<file path="config.mk">
export PLATFORM = sky130hd
export DESIGN_NAME = seq_detect_param
export DESIGN_NICKNAME = d
export VERILOG_FILES = /design/src/rtl/fsm_pkg.sv /design/src/rtl/sat_counter.sv /design/src/rtl/seq_detect_param.sv
export SDC_FILE = /design/constraint.sdc
export NUM_CORES = 1
export LEC_CHECK = 0
export CORE_MARGIN = 2
export CORE_UTILIZATION = 50
export CTS_BUF_LIST = sky130_fd_sc_hd__clkbuf_4
export CTS_CLUSTER_DIAMETER = 200
export DETAILED_ROUTE_END_ITERATION = 12
export PLACE_DENSITY_LB_ADDON = 0.08
export RECOVER_POWER = 100
export SYNTH_ARGS = -nofsm -noshare
export SYNTH_HDL_FRONTEND = slang
export SYNTH_HIERARCHICAL = 1
export SYNTH_SLANG_ARGS = --single-unit
</file>
<file path="constraint.sdc">
create_clock -name clk -period 3.2 [get_ports clk]
set_input_delay 0.8 -clock clk [delete_from_list [all_inputs] [get_ports clk]]
set_output_delay 0.8 -clock clk [all_outputs]
set_load 0.03 [all_outputs]
</file>
<file path="src/rtl/fsm_pkg.sv">
// rtl/fsm_pkg.sv - shared FSM state encoding and sizing helper for the sequence detector
package fsm_pkg;

  typedef enum logic {
    FILL  = 1'b0,
    ARMED = 1'b1
  } fsm_state_t;

  // Bits needed to count 0..n inclusive.
  function automatic int fill_width(input int n);
    return $clog2(n + 1);
  endfunction

endpackage

</file>
<file path="src/rtl/sat_counter.sv">
// rtl/sat_counter.sv - saturating up-counter; clear wins over hold but still counts a coincident increment
module sat_counter #(
  parameter int CNT_W = 8
) (
  input  logic             clk,
  input  logic             rst,
  input  logic             inc,
  input  logic             clr,
  output logic [CNT_W-1:0] count
);

  localparam logic [CNT_W-1:0] CNT_MAX = '1;

  always_ff @(posedge clk) begin
    if (rst) begin
      count <= '0;
    end else if (clr) begin
      count <= inc ? CNT_W'(1) : '0;
    end else if (inc && (count != CNT_MAX)) begin
      count <= count + CNT_W'(1);
    end
  end

endmodule

</file>
<file path="src/rtl/seq_detect_param.sv">
// rtl/seq_detect_param.sv - serial pattern detector with loadable pattern, overlap control and match counter
module seq_detect_param
  import fsm_pkg::*;
#(
  parameter int                PAT_W    = 4,
  parameter logic [PAT_W-1:0]  PAT_INIT = PAT_W'(4'b1011),
  parameter int                OVERLAP  = 1,
  parameter int                CNT_W    = 8
) (
  input  logic             clk,
  input  logic             rst,
  input  logic             en,
  input  logic             x,
  input  logic             pat_load,
  input  logic [PAT_W-1:0] pat_in,
  input  logic             cnt_clr,
  output logic             y,
  output logic [CNT_W-1:0] match_cnt,
  output logic             armed
);

  localparam int              FW       = fill_width(PAT_W);
  localparam logic [FW-1:0]   FILL_MAX = FW'(PAT_W);
  localparam logic [FW-1:0]   FILL_ONE = FW'(1);

  fsm_state_t       state, state_d;
  logic [PAT_W-1:0] pat, pat_d;
  logic [PAT_W-1:0] hist, hist_d, hist_shift;
  logic [FW-1:0]    fill, fill_d, fill_inc;
  logic             match;

  always_ff @(posedge clk) begin
    if (rst) begin
      state <= FILL;
      pat   <= PAT_INIT;
      hist  <= '0;
      fill  <= '0;
      y     <= 1'b0;
    end else begin
      state <= state_d;
      pat   <= pat_d;
      hist  <= hist_d;
      fill  <= fill_d;
      y     <= match;
    end
  end

  // A pattern load takes precedence over the bit presented in the same cycle.
  always_comb begin
    hist_shift = {hist[PAT_W-2:0], x};
    fill_inc   = (fill == FILL_MAX) ? FILL_MAX : fill + FILL_ONE;
    pat_d      = pat;
    hist_d     = hist;
    fill_d     = fill;
    match      = 1'b0;
    if (pat_load) begin
      pat_d  = pat_in;
      hist_d = '0;
      fill_d = '0;
    end else if (en) begin
      hist_d = hist_shift;
      fill_d = fill_inc;
      if ((hist_shift == pat) && (fill_inc == FILL_MAX)) begin
        match = 1'b1;
        if (OVERLAP == 0) begin
          fill_d = '0;
        end
      end
    end
    state_d = (fill_d == FILL_MAX) ? ARMED : FILL;
  end

  assign armed = (state == ARMED);

  sat_counter #(
    .CNT_W(CNT_W)
  ) u_match_cnt (
    .clk  (clk),
    .rst  (rst),
    .inc  (match),
    .clr  (cnt_clr),
    .count(match_cnt)
  );

endmodule

</file>
==> metrics.md <==
| Metric | Value |
|---|---|
| Outcome | `complete, no violations` |
| CTS root buf | `clkbuf_4` |
| Sink count of the clock tree | `20` |
| Reg2reg end | `u_match_cnt/count[5]` |
| Static Leak | `0.514 nW` |
| Detailed Place HPWL | `1500 µm` |
| Post-Synthesis Net Count | `123` |
| Crit path DAT | `2.92 ns` |
| Register-to-Register Path Depth | `9` |
| Clock latency on the worst-skew pair | `0.31 ns` |
| Cell Chain, Critical Path | `dlygate4sd3_1, nor3b_1, o2111ai_1, nor3_1, clkbuf_1, and4_1, a21oi_1, a2111oi_1` |
| Number of fill cells | `175` |
| Combinational Power Share | `8.4%` |
| Count of pins over their slew limit | `0` |
| Worst-case clock skew | `0.00358 ns` |
| Cell area after synthesis | `1030 µm²` |
| Global-route congestion overflow total | `0` |
| DR vias | `890` |
| Category of the worst setup path launch point | `input pin` |
| Worst-case register-to-register setup slack | `0.81 ns` |
| I/O pin count | `20` |
| Post-route fraction of the period consumed by the critical path | `84.8%` |
| Sequential cell fraction of total power | `50.5%` |
| # diodes | `0` |
| Placer Congestion | `0.884` |
| Routed len/inst | `12.6 µm` |
| Min Clock Period, post-route | `2.72 ns` |
| GRT Total Usage | `18.2%` |
| Highest achievable clock rate | `0.368 GHz` |
| Effective utilization at floorplan | `52.9%` |
| Commonest non-fill, non-tap cells in the layout | `dfxtp_1, dlygate4sd3_1, mux2i_1, clkdlybuf4s50_1` |
| Layout net count | `146` |
| CTS tree | `done` |
| Initial antenna violation count | `0` |
| Most common cell after layout, fill and taps aside | `dfxtp_1` |
| Clock-pin slew on the worst setup and hold paths | `0.12 ns` |
| Post-cts hold buffer count | `0` |
| Final Setup Violations | `0` |
| Maximum fanout along the worst path | `7` |
| Vias in the first global route | `782` |
| Count of input and output buffers | `19` |
| Post-route ant nets | `0` |
| Count of cells resized by post-cts repair | `0` |
| Fraction of power spent switching nets | `20.4%` |
| Kind of end point of the critical path | `register` |
| Global-route wire length before repair | `3440 µm` |
| Measured slew at the worst slew-check pin | `0.501 ns` |
| Number of endpoints with negative hold slack in the final report | `0` |
| Cts bufs inserted | `3` |
| HP Class | `reg -> reg` |
| Power per unit of standard cell area | `398 nW/µm²` |
| DR DRC count | `0` |
| Maxcap violations | `0` |
| Synthesized instance count | `110` |
| DRC marker count from the first detailed-route iteration | `15` |
| Psw | `0.104 mW` |
| Beginning of the worst register-to-register path | `fill[0]` |
| First-pass iteration count of the detailed router | `4` |
| Sequential fraction of the synthesis area | `39.0%` |
| Number of buffers on the longest clock path | `2` |
| Required time of the critical path | `3.41 ns` |
| Biggest cell delay along the critical path | `0.57 ns` |
| Syn Area/Cell | `9.34 µm²` |
| Placeable core region | `1940 µm²` |
| Worst hold slack | `0.532 ns` |
| Synthesis-stage register bit count | `20` |
| Vias per inst | `5.60` |
| Synthesis Warnings | `6` |
| Worst-case headroom to the max-slew limit | `66.5%` |
| Post-synthesis cell type count | `40` |
| Endpoint of the worst hold path | `u_match_cnt/count[1]` |
| Routed wire length | `2010 µm` |
| Number of H-tree branching levels | `1` |
| Cell class contributing the biggest share of worst-path delay | `buffers and inverters` |
| Vertical extent of the die | `49.3 µm` |
| Layout Area Growth over Synthesis | `24.5%` |
| Internal Power | `0.405 mW` |
| Largest vdd supply drop | `0.294 mV` |
| Buffers and inverters on the worst path | `2` |
| Largest net degree at the start of global routing | `13` |
| Clk pwr share | `41.1%` |
| Total die area | `2430 µm²` |
| Die X-Extent | `49.3 µm` |
| Final sum of negative setup slack | `0 ns` |
| Setup Buffers After CTS | `0` |
| Ratio of cells with drive above 1 in the final layout | `12.1%` |
| RSZ-0062 raised after global routing | `false` |
| Hold Crit Start | `u_match_cnt/count[1]` |
| WHS Path Cells | `2` |
| Class of the most critical setup path | `in -> reg` |
| Row count | `16` |
| Crit-path slowest cell | `dlygate4sd3_1` |
## power groups by stage
stage,Sequential [mW],Clock [mW],Combinational (mW)
4_1_cts,0.257,0.215,0.0442
2_1_floorplan,0.262,0,0.0269
3_3_place_gp,0.263,0,0.0432
6_report,0.257,0.209,0.0428
5_1_grt,0.257,0.224,0.0474
3_5_place_dp,0.263,0,0.0440
## metrics by stage
| step | power, mW | setup WS, ns | utilization (%) | cell area, µm² | cells |
|---|---|---|---|---|---|
| after global routing | 0.529 | 0.328 | 65.9 | 1280 | 159 |
| after CTS | 0.516 | 0.752 | 66.5 | 1290 | 159 |
| final | 0.509 | 0.485 | 65.9 | 1280 | 159 |
| after floorplan | 0.289 | 0.739 | - | 1030 | 110 |
| after detailed placement | 0.307 | 0.446 | 63.8 | 1240 | 155 |
| after global placement | 0.306 | 0.479 | 63.8 | 1240 | 155 |
## cell usage after synthesis, drive strengths merged
master,instances,area share (%)
o41ai,1,0.85
a21o,1,0.85
inv,6,2.2
or2,2,1.2
a31oi,4,2.4
buf,4,3.4
nor3b,1,1.2
and4,2,1.7
nand3b,1,0.73
nor4,3,2.4
o21ai,3,1.5
nor2b,3,1.8
mux2i,8,7.8
nor2,7,2.6
nand2b,3,1.8
a211o,3,2.9
a21oi,4,1.9
o311ai,1,0.85
and2,1,0.61
a2111oi,1,0.97
o22ai,1,0.61
ha,3,3.7
and3,2,1.3
nand3,3,1.5
a211oi,1,0.73
xor2,1,0.85
nand4b,1,0.85
and2b,3,2.6
nor3,1,0.49
nand4,3,1.8
xnor2,3,2.6
dfxtp,20,39
a31o,1,0.85
o2111ai,1,0.85
nand2,7,2.6
## worst max path at each step
stage | start | to | cells after the start | slack (ns)
floorplan | pat_load | u_match_cnt/count[5] | 7 | 0.74
global placement | en | u_match_cnt/count[5] | 8 | 0.48
detailed placement | x | u_match_cnt/count[5] | 8 | 0.45
CTS | x | u_match_cnt/count[5] | 8 | 0.75
global route | pat_load | u_match_cnt/count[6] | 8 | 0.33
finish | pat_load | u_match_cnt/count[5] | 8 | 0.48
## logic make-up (layout without fill, tap and decap cells)
group                      after synthesis  count (layout)  synth area share (%)
muxes                                    8               8                  7.80
DFF                                     20              20                  39.0
AOI/OAI and AO/OA                       22              22                  15.3
xor gates and xnor gates                 4               4                  3.41
and+or+nand+nor                         43              43                  25.2
buffers and inverters                   10              32                  5.60
adders and majority gates                3               3                  3.65
## layout make-up
cell class	count	area (µm²)	share of cell area (%)
Clock buffer	3	22.5	1.76
Clock inverter	1	30.0	2.35
Inverter	6	22.5	1.76
Multi-Input combinational cell	80	564	44.1
Sequential cell	20	400	31.3
Tap cell	27	33.8	2.64
Timing Repair Buffer	22	205	16.0
## worst register-to-register path, stage by stage, from the launching register on
cell	delay, ns
dfxtp_1	0.37
inv_1	0.07
ha_1	0.31
nor3b_1	0.19
o2111ai_1	0.18
nor3_1	0.22
clkbuf_1	0.25
and4_1	0.28
a21oi_1	0.08
a2111oi_1	0.34
## routing by layer
| layer | wire (µm) | track usage [%] |
|---|---|---|
| met1 | 997 | 25.3 |
| met2 | 862 | 25.9 |
| met3 | 103 | 3.68 |
| met4 | 44 | 10.0 |
| met5 | 0 | 0 |
## registers in the layout, summed over array words and instances (netlist names)
register / count
armed: 1
fill: 3
hist: 3
pat: 4
u_match_cnt/count: 8
y: 1
Power figures use the tool's default switching activity.
